$ cat config.mk
export PLATFORM = sky130hd
export DESIGN_NAME = l2_cache
export DESIGN_NICKNAME = d
export VERILOG_FILES = /design/src/rtl/cache_pkg.sv /design/src/rtl/l2_line_array.sv /design/src/rtl/l2_cache.sv
export SDC_FILE = /design/constraint.sdc
export NUM_CORES = 1
export LEC_CHECK = 0
export ABC_CLOCK_PERIOD_IN_PS = 8000
export CORE_MARGIN = 3
export CORE_UTILIZATION = 30
export CTS_CLUSTER_SIZE = 25
export DETAILED_ROUTE_END_ITERATION = 16
export PLACE_DENSITY = 0.44
export SKIP_CTS_REPAIR_TIMING = 1
export SLEW_MARGIN = 20
export SYNTH_ARGS = -nofsm -noshare
export SYNTH_HDL_FRONTEND = slang
export SYNTH_HIERARCHICAL = 1
export SYNTH_SLANG_ARGS = --single-unit
$ cat constraint.sdc
create_clock -name clk -period 8 [get_ports clk]
set_input_delay 1.2 -clock clk [delete_from_list [all_inputs] [get_ports clk]]
set_output_delay 1.2 -clock clk [all_outputs]
set_load 0.05 [all_outputs]
$ cat src/rtl/cache_pkg.sv
// Shared cache types and widths for the coherence bus / L2 slice.
// Width macros L2_TAG_BITS, L2_INDEX_BITS and CACHELINE_BITS may be overridden on the command line.
`ifndef L2_TAG_BITS
`define L2_TAG_BITS 2
`endif
`ifndef L2_INDEX_BITS
`define L2_INDEX_BITS 4
`endif
`ifndef CACHELINE_BITS
`define CACHELINE_BITS 1
`endif

package cache_pkg;

  localparam int unsigned TAG_BITS       = `L2_TAG_BITS;
  localparam int unsigned INDEX_BITS     = `L2_INDEX_BITS;
  localparam int unsigned OFFSET_BITS    = 0;
  localparam int unsigned CACHELINE_BITS = `CACHELINE_BITS;
  localparam int unsigned ADDR_BITS      = TAG_BITS + INDEX_BITS + OFFSET_BITS;

  // L1 coherence states
  typedef enum logic [2:0] {
    MOESI_I = 3'd0,
    MOESI_S = 3'd1,
    MOESI_E = 3'd2,
    MOESI_O = 3'd3,
    MOESI_M = 3'd4
  } moesi_t;

  typedef struct packed {
    moesi_t                    state;
    logic [TAG_BITS-1:0]       tag;
    logic [CACHELINE_BITS-1:0] data;
  } l1_cacheline_t;

  // L2 line states; L2_I must encode as zero so a cleared line reads invalid
  typedef enum logic [1:0] {
    L2_I = 2'd0,
    L2_C = 2'd1,
    L2_D = 2'd2
  } l2_state_t;

  typedef struct packed {
    l2_state_t                 state;
    logic [TAG_BITS-1:0]       tag;
    logic [CACHELINE_BITS-1:0] data;
  } l2_cacheline_t;

  // Coherence bus request kinds
  typedef enum logic [1:0] {
    BUS_RD   = 2'd0,
    BUS_RDX  = 2'd1,
    BUS_UPGR = 2'd2,
    BUS_WB   = 2'd3
  } bus_req_t;

  // L2 controller states
  typedef enum logic [2:0] {
    IDLE      = 3'd0,
    LOOKUP    = 3'd1,
    EVICT     = 3'd2,
    FILL_REQ  = 3'd3,
    FILL_WAIT = 3'd4,
    RESP      = 3'd5
  } l2_fsm_t;

  // Build an L2 line from its fields
  function automatic l2_cacheline_t make_l2_line(input l2_state_t               st,
                                                 input logic [TAG_BITS-1:0]       tag,
                                                 input logic [CACHELINE_BITS-1:0] data);
    l2_cacheline_t l;
    l.state = st;
    l.tag   = tag;
    l.data  = data;
    return l;
  endfunction

endpackage

$ cat src/rtl/l2_line_array.sv
// Direct-mapped L2 line storage: one combinational read port, one write port,
// every line invalidated by the asynchronous reset.
module l2_line_array
  import cache_pkg::*;
#(
  parameter int unsigned IDX_W = INDEX_BITS
) (
  input  logic          clk,
  input  logic          reset_n,
  input  logic [IDX_W-1:0] rd_idx_i,
  output l2_cacheline_t rd_line_o,
  input  logic          wr_en_i,
  input  logic [IDX_W-1:0] wr_idx_i,
  input  l2_cacheline_t wr_line_i
);

  localparam int unsigned DEPTH = 1 << IDX_W;

  l2_cacheline_t lines_q [DEPTH];

  // Line write, with reset forcing every line to L2_I
  always_ff @(posedge clk or negedge reset_n) begin
    if (!reset_n) begin
      for (int unsigned i = 0; i < DEPTH; i++) begin
        lines_q[i] <= make_l2_line(L2_I, '0, '0);
      end
    end else if (wr_en_i) begin
      lines_q[wr_idx_i] <= wr_line_i;
    end
  end

  assign rd_line_o = lines_q[rd_idx_i];

endmodule

$ cat src/rtl/l2_cache.sv
// Shared direct-mapped write-back, write-allocate L2 below the coherence bus.
// Serves line reads and writebacks; one outstanding request to main memory.
// Optional macro L2_STATS_EN adds saturating hit/miss/evict counters.
module l2_cache
  import cache_pkg::*;
#(
  parameter int unsigned TAG_W  = TAG_BITS,
  parameter int unsigned IDX_W  = INDEX_BITS,
  parameter int unsigned LINE_W = CACHELINE_BITS
`ifdef L2_STATS_EN
  ,
  parameter int unsigned STAT_W = 16
`endif
) (
  input  logic                   clk,
  input  logic                   reset_n,
  input  logic                   l2_req_valid,
  output logic                   l2_req_ready,
  input  logic [TAG_W+IDX_W-1:0] l2_req_addr,
  input  logic                   l2_req_rw,
  input  logic [LINE_W-1:0]      l2_req_data,
  output logic                   l2_resp_valid,
  output logic [LINE_W-1:0]      l2_resp_data,
  output logic                   mem_req_valid,
  input  logic                   mem_req_ready,
  output logic [TAG_W+IDX_W-1:0] mem_req_addr,
  output logic                   mem_req_rw,
  output logic [LINE_W-1:0]      mem_req_data,
  input  logic                   mem_resp_valid,
  input  logic [LINE_W-1:0]      mem_resp_data
`ifdef L2_STATS_EN
  ,
  output logic [STAT_W-1:0]      l2_hit_cnt,
  output logic [STAT_W-1:0]      l2_miss_cnt,
  output logic [STAT_W-1:0]      l2_evict_cnt
`endif
);

  localparam int unsigned ADDR_W = TAG_W + IDX_W;

  l2_fsm_t           state_q;
  logic [ADDR_W-1:0] addr_q;
  logic              rw_q;
  logic [LINE_W-1:0] wdata_q;

  logic              ready_q;
  logic              resp_valid_q;
  logic [LINE_W-1:0] resp_data_q;
  logic              mreq_valid_q;
  logic [ADDR_W-1:0] mreq_addr_q;
  logic              mreq_rw_q;
  logic [LINE_W-1:0] mreq_data_q;

  logic [IDX_W-1:0]  idx_c;
  logic [TAG_W-1:0]  tag_c;
  l2_cacheline_t     rd_line_c;
  logic              hit_c;
  logic              victim_dirty_c;
  logic              wr_en_c;
  l2_cacheline_t     wr_line_c;

  assign idx_c          = addr_q[IDX_W-1:0];
  assign tag_c          = addr_q[ADDR_W-1:IDX_W];
  assign hit_c          = (rd_line_c.state != L2_I) && (rd_line_c.tag == tag_c);
  assign victim_dirty_c = (rd_line_c.state == L2_D);

  l2_line_array #(
    .IDX_W (IDX_W)
  ) u_lines (
    .clk       (clk),
    .reset_n   (reset_n),
    .rd_idx_i  (idx_c),
    .rd_line_o (rd_line_c),
    .wr_en_i   (wr_en_c),
    .wr_idx_i  (idx_c),
    .wr_line_i (wr_line_c)
  );

  // Line install: write hit / clean write miss, write after eviction, or fill
  always_comb begin
    wr_en_c   = 1'b0;
    wr_line_c = make_l2_line(L2_I, '0, '0);
    case (state_q)
      LOOKUP: begin
        if (rw_q && (hit_c || !victim_dirty_c)) begin
          wr_en_c   = 1'b1;
          wr_line_c = make_l2_line(L2_D, tag_c, wdata_q);
        end
      end
      EVICT: begin
        if (mem_req_ready && rw_q) begin
          wr_en_c   = 1'b1;
          wr_line_c = make_l2_line(L2_D, tag_c, wdata_q);
        end
      end
      FILL_WAIT: begin
        if (mem_resp_valid) begin
          wr_en_c   = 1'b1;
          wr_line_c = make_l2_line(L2_C, tag_c, mem_resp_data);
        end
      end
      default: ;
    endcase
  end

  // Controller FSM with registered bus and memory outputs
  always_ff @(posedge clk or negedge reset_n) begin
    if (!reset_n) begin
      state_q      <= IDLE;
      addr_q       <= '0;
      rw_q         <= 1'b0;
      wdata_q      <= '0;
      ready_q      <= 1'b1;
      resp_valid_q <= 1'b0;
      resp_data_q  <= '0;
      mreq_valid_q <= 1'b0;
      mreq_addr_q  <= '0;
      mreq_rw_q    <= 1'b0;
      mreq_data_q  <= '0;
    end else begin
      case (state_q)
        IDLE: begin
          if (l2_req_valid && ready_q) begin
            addr_q  <= l2_req_addr;
            rw_q    <= l2_req_rw;
            wdata_q <= l2_req_data;
            ready_q <= 1'b0;
            state_q <= LOOKUP;
          end
        end
        LOOKUP: begin
          if (hit_c) begin
            if (!rw_q) begin
              resp_valid_q <= 1'b1;
              resp_data_q  <= rd_line_c.data;
              state_q      <= RESP;
            end else begin
              ready_q <= 1'b1;
              state_q <= IDLE;
            end
          end else if (victim_dirty_c) begin
            mreq_valid_q <= 1'b1;
            mreq_rw_q    <= 1'b1;
            mreq_addr_q  <= {rd_line_c.tag, idx_c};
            mreq_data_q  <= rd_line_c.data;
            state_q      <= EVICT;
          end else if (!rw_q) begin
            mreq_valid_q <= 1'b1;
            mreq_rw_q    <= 1'b0;
            mreq_addr_q  <= addr_q;
            mreq_data_q  <= '0;
            state_q      <= FILL_REQ;
          end else begin
            ready_q <= 1'b1;
            state_q <= IDLE;
          end
        end
        EVICT: begin
          if (mem_req_ready) begin
            if (!rw_q) begin
              mreq_rw_q   <= 1'b0;
              mreq_addr_q <= addr_q;
              mreq_data_q <= '0;
              state_q     <= FILL_REQ;
            end else begin
              mreq_valid_q <= 1'b0;
              ready_q      <= 1'b1;
              state_q      <= IDLE;
            end
          end
        end
        FILL_REQ: begin
          if (mem_req_ready) begin
            mreq_valid_q <= 1'b0;
            state_q      <= FILL_WAIT;
          end
        end
        FILL_WAIT: begin
          if (mem_resp_valid) begin
            resp_valid_q <= 1'b1;
            resp_data_q  <= mem_resp_data;
            state_q      <= RESP;
          end
        end
        RESP: begin
          resp_valid_q <= 1'b0;
          ready_q      <= 1'b1;
          state_q      <= IDLE;
        end
        default: begin
          state_q <= IDLE;
        end
      endcase
    end
  end

  assign l2_req_ready  = ready_q;
  assign l2_resp_valid = resp_valid_q;
  assign l2_resp_data  = resp_data_q;
  assign mem_req_valid = mreq_valid_q;
  assign mem_req_addr  = mreq_addr_q;
  assign mem_req_rw    = mreq_rw_q;
  assign mem_req_data  = mreq_data_q;

`ifdef L2_STATS_EN
  logic [STAT_W-1:0] hit_cnt_q;
  logic [STAT_W-1:0] miss_cnt_q;
  logic [STAT_W-1:0] evict_cnt_q;

  // Saturating lookup and eviction counters
  always_ff @(posedge clk or negedge reset_n) begin
    if (!reset_n) begin
      hit_cnt_q   <= '0;
      miss_cnt_q  <= '0;
      evict_cnt_q <= '0;
    end else begin
      if (state_q == LOOKUP) begin
        if (hit_c) begin
          if (hit_cnt_q != '1) hit_cnt_q <= hit_cnt_q + STAT_W'(1);
        end else begin
          if (miss_cnt_q != '1) miss_cnt_q <= miss_cnt_q + STAT_W'(1);
        end
      end
      if ((state_q == EVICT) && mem_req_ready && (evict_cnt_q != '1)) begin
        evict_cnt_q <= evict_cnt_q + STAT_W'(1);
      end
    end
  end

  assign l2_hit_cnt   = hit_cnt_q;
  assign l2_miss_cnt  = miss_cnt_q;
  assign l2_evict_cnt = evict_cnt_q;
`endif

endmodule

==> summary.md, run 1 <==
| Metric | Value |
|---|---|
| First-pass GRT wire length | between 15 and 20 mm |
| Worst Reg2Reg Path Length in Cells | 10 |
| WS Path Type | flop to flop |
| Leakage dissipation | between 2 and 3 nW |
| Overall Power | between 0.9 and 1 mW |
| Launch point of the worst hold path | mem_req_rw$_DFFE_PN0P_ |
| RSZ-0062 raised after global routing | no |
| Internal reg-to-reg setup slack | approximately 3.7 ns |
| Most frequent standard cell in the layout excluding fill and tap cells | sky130_fd_sc_hd__dfrtp_1 |
| Number of endpoints failing setup at the final stage | 0 |
| DRC violation count after routing | 0 |
| Area growth from synthesis to layout | 15.2% |
| Final hold violations | 0 |
| Total length of routed met2 wires | ~5.5 mm |
| Nets | between 400 and 500 |
| Final clock period utilization by the worst path | 0.539 |
| Tmin final | 4.31 ns |
| Max-cap violations | 0 |
| Final ANT Viol Nets | 0 |
| Core area | between 15,000 and 20,000 sq um |
| Worst-path maximum fanout | 31 |
| Number of port buffers | 25 |
| Crit path to | u_lines/lines_q[35]$_DFFE_PN0P_ |
| Worst-case vdd ir drop | 0.000104 V |
| Upper clock frequency limit | 232 MHz |
| Start of the worst register-to-register path | addr_q[0]$_DFFE_PN0P_ |
| Mapped Avg Cell Area | approximately 14 sq um |
| Met3 WL post-DR | around 320 um |
| Destination of the worst register-to-register timing path | u_lines/lines_q[35]$_DFFE_PN0P_ |
| Number of antenna violations at the first check in global routing | 0 |
| Total number of H-tree levels | 3 |
| Die Outline Area | between 15,000 and 20,000 sq um |
| Max Clock Skew | between 0.004 and 0.005 ns |
| Number of clock sinks | 103 |
| Via count | a little over 3,000 |
| Filler Cells Inserted | between 1,500 and 2,000 |
| Syn Nets | 382 |
| Row count | 46 |
| WP data required | 8.24 ns |
| Fraction of synthesized area in multiplexers | 0.309 |
| Hold Crit Class | flop to flop |
| Via count of the first global-routing pass | around 3,200 |
| Latest clock arrival within the worst-skew pair | about 0.35 ns |
| Final slew viol count | 0 |
| Top routing layer in use | met4 |
| Cell area power density | approximately 170 nW/um^2 |
| TritonCTS clock tree | done |
| Number of warnings reported in the yosys synthesis log | 6 |
| WP data arrival | 4.55 ns |
| Startpoint kind of the worst setup timing path | flop |
| Largest net degree at the start of global routing | 54 |
| Grt total ovfl | 0 |
| Detailed-routing iteration count for the pre-antenna-repair pass | 4 |
| Netlist Area Pre-Place | between 5000 and 6000 sq um |
| HPWL reported at the end of detailed placement | about 7.8 mm |
| Fraction of layout cells with a size suffix above 1 | 0.344 |
| Total inserted antenna cells | 0 |
| Synth Area in Adders | 0 |
| Starting DRC count in detailed routing | between 100 and 150 |
| Effective utilization at floorplan | 0.313 |
| Status | completed |
| Height of the die | approximately 140 um |
| Crit path launch | addr_q[0]$_DFFE_PN0P_ |
| Root Buffer | sky130_fd_sc_hd__clkbuf_16 |
| Number of primary I/O pins | 26 |
| TritonCTS Buffers | 9 |
| Flip-flop and latch count after synthesis | 103 |
| Average wire length per cell after detail routing | between 15 and 20 um |
| Routability-driven placement congestion ratio | roughly 0.74 |
| Number of unique standard cell types used by synthesis | 51 |
| Final design instance area without fill | between 5000 and 6000 sq um |
| Actual slew at the worst max-slew pin | 0.859 ns |
| Average vias per placed instance | ~5.0 |
| Commonest cells after routing, fill and taps aside | sky130_fd_sc_hd__dfrtp_1, sky130_fd_sc_hd__mux2_2, sky130_fd_sc_hd__clkdlybuf4s50_1 |
| Xor and xnor fraction of the mapped netlist area | 0.00692 |
| Sequential-to-total area share from yosys stat | 0.510 |
| WL final | 11.7 mm |
| Synthesized instance count | roughly 370 |
| Placement-stage cell area | 5530 sq um |
| Metal1 wirelength | about 5.6 mm |
| Post-synthesis share of cell area spent on and, or, nand and nor gates | 0.102 |
| Die extent in x | about 140 um |
| Clock-pin slew reported for the worst setup and hold paths after clock tree synthesis | around 0.07 ns |
| Setup tns final | 0 ns |
| Combinational family with the most area after synthesis | multiplexers |
| Remaining max-slew budget at the tightest pin | 0.424 |
| Complex-gate fraction of the synthesized area | 0.0522 |
| Buffers from clock root to sink, at most | 2 |
| GRT Resource Usage Total | 0.136 |
| Type of element capturing the critical path | flop |
[power breakdown]
group	switching, mW	internal (mW)
registers	0	0.520
clock network	0.204	0.243
logic	0.0118	0.00613
total	0.216	0.770
[synthesized netlist by cell type (all sizes together)]
cell,instances,share of area
xor2,2,0.0035
nor3b,5,0.010
or2,1,0.0012
nand2,12,0.0094
and2b,1,0.0015
o211ai,1,0.0015
nand2b,3,0.0037
o21ai,6,0.0059
a22o,2,0.0035
nor4,2,0.0054
nand3b,3,0.0045
nand4b,1,0.0017
nor2b,9,0.011
mux2i,2,0.0040
nand4,2,0.0025
o2bb2ai,1,0.0017
and2,3,0.0037
or3b,3,0.0057
nor2,14,0.010
o21a,1,0.0015
inv,5,0.0037
buf,7,0.0082
clkbuf,12,0.0089
o22ai,1,0.0012
xnor2,2,0.0035
nor3,6,0.0079
nor4bb,2,0.0040
a211oi,3,0.0045
o32a,1,0.0045
a21oi,7,0.0069
a2bb2oi,1,0.0017
o21bai,2,0.0030
mux4,20,0.089
dfstp,1,0.0052
or4,2,0.0030
o41ai,2,0.0035
dfrtp,102,0.50
or3,3,0.0037
a31oi,2,0.0025
nand3,12,0.012
a22oi,5,0.0074
a21o,2,0.0030
mux2,94,0.22
[worst min path at each step]
stage,slack (ns),cells past startpoint,end
final,0.48,1,mem_req_rw$_DFFE_PN0P_
after global routing,0.51,1,mem_req_rw$_DFFE_PN0P_
after CTS,0.48,1,mem_req_rw$_DFFE_PN0P_
after detailed placement,0.47,1,mem_req_rw$_DFFE_PN0P_
after global placement,0.46,1,u_lines/lines_q[58]$_DFFE_PN0P_
after floorplan,0.45,1,u_lines/lines_q[28]$_DFFE_PN0P_
[cell families (layout without fill, tap and decap cells)]
logic type      after synthesis  in the layout
xor+xnor                      4              4
buf+inv                      24             51
simple gates                 84             84
compound gates               37             37
flops                       103            103
mux                         116            116
[flip-flops by register name, indices dropped and copies added (netlist names)]
name / count
l2_resp_valid: 1
mem_req_rw: 1
l2_resp_data: 1
l2_req_ready: 1
state_q: 3
mem_req_addr: 6
u_lines/lines_q: 80
mem_req_valid: 1
wdata_q: 1
mem_req_data: 1
rw_q: 1
addr_q: 6
[worst max-delay path, stage by stage (launching register included)]
cell,delay (ns)
sky130_fd_sc_hd__dfrtp_1,0.33
sky130_fd_sc_hd__buf_4,0.45
sky130_fd_sc_hd__mux4_2,0.60
sky130_fd_sc_hd__a22oi_1,0.28
sky130_fd_sc_hd__nand3_1,0.22
sky130_fd_sc_hd__xnor2_1,0.26
sky130_fd_sc_hd__a211oi_1,0.13
sky130_fd_sc_hd__o21bai_1,0.72
sky130_fd_sc_hd__nand2_2,0.19
sky130_fd_sc_hd__or4_1,0.63
sky130_fd_sc_hd__mux2_4,0.35
[final cells by class]
type	instances	area (sq um)	share of cell area
Sequential cell	103	2580	0.443
Inverter	5	18.8	0.00322
Timing Repair Buffer	30	285	0.0490
Clock inverter	7	72.6	0.0125
Tap cell	216	270	0.0464
Multi-Input combinational cell	241	2380	0.408
Clock buffer	9	225	0.0387
[layer usage]
| metal | vias up | global-route usage |
|---|---|---|
| li1 | 1416 | - |
| met3 | 15 | 0.0241 |
| met1 | 1579 | 0.183 |
| met4 | 0 | 0.0588 |
| met5 | - | 0 |
| met2 | 41 | 0.215 |
[metrics by stage]
stage	setup WS, ns	hold slack [ns]	util	instances
2_1_floorplan	4.59	0.452	-	368
3_3_place_gp	3.43	0.464	0.342	595
3_5_place_dp	3.40	0.467	0.342	595
4_1_cts	3.66	0.483	0.360	611
5_1_grt	3.42	0.510	0.360	611
6_report	3.69	0.481	0.360	611
(Power assumes the default switching activity.)
==> run 2: changes to the inputs <==
ABC_CLOCK_PERIOD_IN_PS = 4000   (was 8000)
clock period = 4 ns   (was 8 ns; I/O delays follow)
==> run 2 against run 1 <==
- global-route usage is 0.30 points higher
- total power is 100% higher
- first-iteration DRC count is 4.1% lower
- worst hold slack worse by 0.17 ns
- non-clock buffer count is 15 higher
- via count is 1.8% higher
- die area stayed put
- fmax is 20% higher
- utilization is 0.72 points higher
- sequential share of layout area is 0.85 points lower
- clock power is 100% higher
- critical path type unchanged
- largest cell class unchanged
==> summary.md, run 2 (synthesis results as in run 1) <==
| Metric | Value |
|---|---|
| Setup tns final | 0 ns (unchanged) |
| Remaining max-slew budget at the tightest pin | 0.428 (+0.00361) |
| Fraction of layout cells with a size suffix above 1 | 0.371 (+0.0264) |
| Largest net degree at the start of global routing | 56 (+3.7%) |
| Core area | 16,200 sq um (unchanged) |
| Die Outline Area | 18,500 sq um (unchanged) |
| Type of element capturing the critical path | flop |
| Number of flip-flops in the largest register | 80 (unchanged) |
| Starting DRC count in detailed routing | 118 (-4.1%) |
| Reg with most FFs | u_lines/lines_q |
| Total number of H-tree levels | 3 (unchanged) |
| GRT Resource Usage Total | 0.139 (+0.00301) |
| Effective utilization at floorplan | 0.313 (unchanged) |
| Number of endpoints failing setup at the final stage | 0 (unchanged) |
| TritonCTS clock tree | done |
| Number of port buffers | 25 (unchanged) |
| Clock-pin slew reported for the worst setup and hold paths after clock tree synthesis | 0.08 ns (about the same) |
| Buffers from clock root to sink, at most | 2 (unchanged) |
| Total inserted antenna cells | 0 (unchanged) |
| Cell area power density | 333 nW/um^2 (+97%) |
| WP data required | 4.24 ns (-4.00 ns) |
| Die extent in x | 136 um (unchanged) |
| Area growth from synthesis to layout | 17.5% |
| Upper clock frequency limit | 277 MHz (+20%) |
| Number of antenna violations at the first check in global routing | 0 (unchanged) |
| Max-cap violations | 0 (unchanged) |
| Latest clock arrival within the worst-skew pair | 0.35 ns (about the same) |
| Overall Power | 1.98 mW (+100%) |
| WL final | 11.9 mm (+1.9%) |
| Average wire length per cell after detail routing | 19.0 um (-0.56%) |
| Status | completed |
| Root Buffer | sky130_fd_sc_hd__clkbuf_16 |
| WS Path Type | flop to flop |
| Final slew viol count | 0 (unchanged) |
| First-pass GRT wire length | 19.3 mm (+3.3%) |
| Worst-case vdd ir drop | 0.000226 V (+120%) |
| Via count | 3,106 (+1.8%) |
| Final ANT Viol Nets | 0 (unchanged) |
| Most frequent standard cell in the layout excluding fill and tap cells | sky130_fd_sc_hd__dfrtp_1 |
| Average vias per placed instance | 4.96 (-0.64%) |
| Hold Crit Class | input pin to async pin |
| Height of the die | 136 um (unchanged) |
| Nets | 419 (+3.7%) |
| Grt total ovfl | 0 (unchanged) |
| Utilization after layout | 0.367 (+0.00719) |
| Register area | 2580 sq um (about the same) |
| Via count of the first global-routing pass | 3,374 (+6.0%) |
| Detailed-routing iteration count for the pre-antenna-repair pass | 4 (unchanged) |
| Number of primary I/O pins | 26 (unchanged) |
| Final hold violations | 0 (unchanged) |
| Max Clock Skew | 0.00882 ns (+0.00432 ns) |
| Commonest cells after routing, fill and taps aside | sky130_fd_sc_hd__dfrtp_1, sky130_fd_sc_hd__mux2_2, sky130_fd_sc_hd__clkdlybuf4s50_1 |
| Worst-path maximum fanout | 11 (-65%) |
| HPWL reported at the end of detailed placement | 8.53 mm (+10%) |
| Tmin final | 3.60 ns (-0.704 ns) |
| WP data arrival | 3.85 ns (-0.70 ns) |
| Startpoint kind of the worst setup timing path | flop |
| Final clock period utilization by the worst path | 0.901 (+0.363) |
| Number of clock sinks | 103 (unchanged) |
| Leakage dissipation | 2.71 nW (+3.4%) |
| Routability-driven placement congestion ratio | 0.759 (+3.0%) |
| RSZ-0062 raised after global routing | no |
| Row count | 46 (unchanged) |
| Actual slew at the worst max-slew pin | 0.854 ns (-0.00538 ns) |
| DRC violation count after routing | 0 (unchanged) |
| Area of combinational cells with multiple inputs | 2380 sq um (+0.16%) |
| Internal reg-to-reg setup slack | 0.40 ns (-3.30 ns) |
| TritonCTS Buffers | 9 (unchanged) |
| Filler Cells Inserted | 1,569 (+0.84%) |
==> run 2: layout make-up <==
class | instances | area share
clock buffer | 10 | 0.0385
clock inverter | 6 | 0.0114
inverter | 5 | 0.00316
multi-input combinational | 241 | 0.400
sequential | 103 | 0.434
tap | 216 | 0.0455
timing repair buffer | 45 | 0.0669
==> run 2: layer usage <==
metal	wire length, um	GRT usage
met5	0	0
met4	188	0.0470
met3	307	0.0218
met2	5710	0.226
met1	5690	0.189
==> run 2: final timing paths <==
check,startpoint,endpoint,cells after the start
max,addr_q[0]$_DFFE_PN0P_,u_lines/lines_q[53]$_DFFE_PN0P_,10
min,reset_n,state_q[0]$_DFFE_PN0P_,1
max reg2reg,addr_q[0]$_DFFE_PN0P_,u_lines/lines_q[53]$_DFFE_PN0P_,10
min reg2reg,u_lines/lines_q[66]$_DFFE_PN0P_,u_lines/lines_q[66]$_DFFE_PN0P_,1
max in group asynchronous,reset_n,u_lines/lines_q[79]$_DFFE_PN0P_,2
min in group clk,u_lines/lines_q[66]$_DFFE_PN0P_,u_lines/lines_q[66]$_DFFE_PN0P_,1
==> run 2: stage by stage <==
| stage | cells | hold WS, ns | area (sq um) | worst slack [ns] |
|---|---|---|---|---|
| 2_1_floorplan | 368 | 0.304 | 5060 | 0.595 |
| 3_3_place_gp | 610 | 0.465 | 5640 | 0.152 |
| 3_5_place_dp | 610 | 0.478 | 5640 | 0.0867 |
| 4_1_cts | 626 | 0.327 | 5940 | 0.0781 |
| 5_1_grt | 626 | 0.364 | 5940 | 0.171 |
| 6_report | 626 | 0.311 | 5940 | 0.396 |
==> run 2: critical path: stages, from the launching register on <==
cell,delay [ns]
sky130_fd_sc_hd__dfrtp_2,0.55
sky130_fd_sc_hd__buf_4,0.21
sky130_fd_sc_hd__mux4_2,0.52
sky130_fd_sc_hd__a22oi_1,0.36
sky130_fd_sc_hd__nand3_1,0.21
sky130_fd_sc_hd__nand2b_1,0.23
sky130_fd_sc_hd__a211oi_1,0.34
sky130_fd_sc_hd__o21bai_2,0.21
sky130_fd_sc_hd__nor4bb_1,0.19
sky130_fd_sc_hd__nand2_1,0.28
sky130_fd_sc_hd__mux2_2,0.38
==> run 2: power breakdown <==
part	switching, mW	internal [mW]	leakage [nW]
Clock	0.409	0.491	0.145
Sequential	0	1.04	1.42
Combinational	0.0244	0.0136	1.14
Total	0.434	1.54	2.71
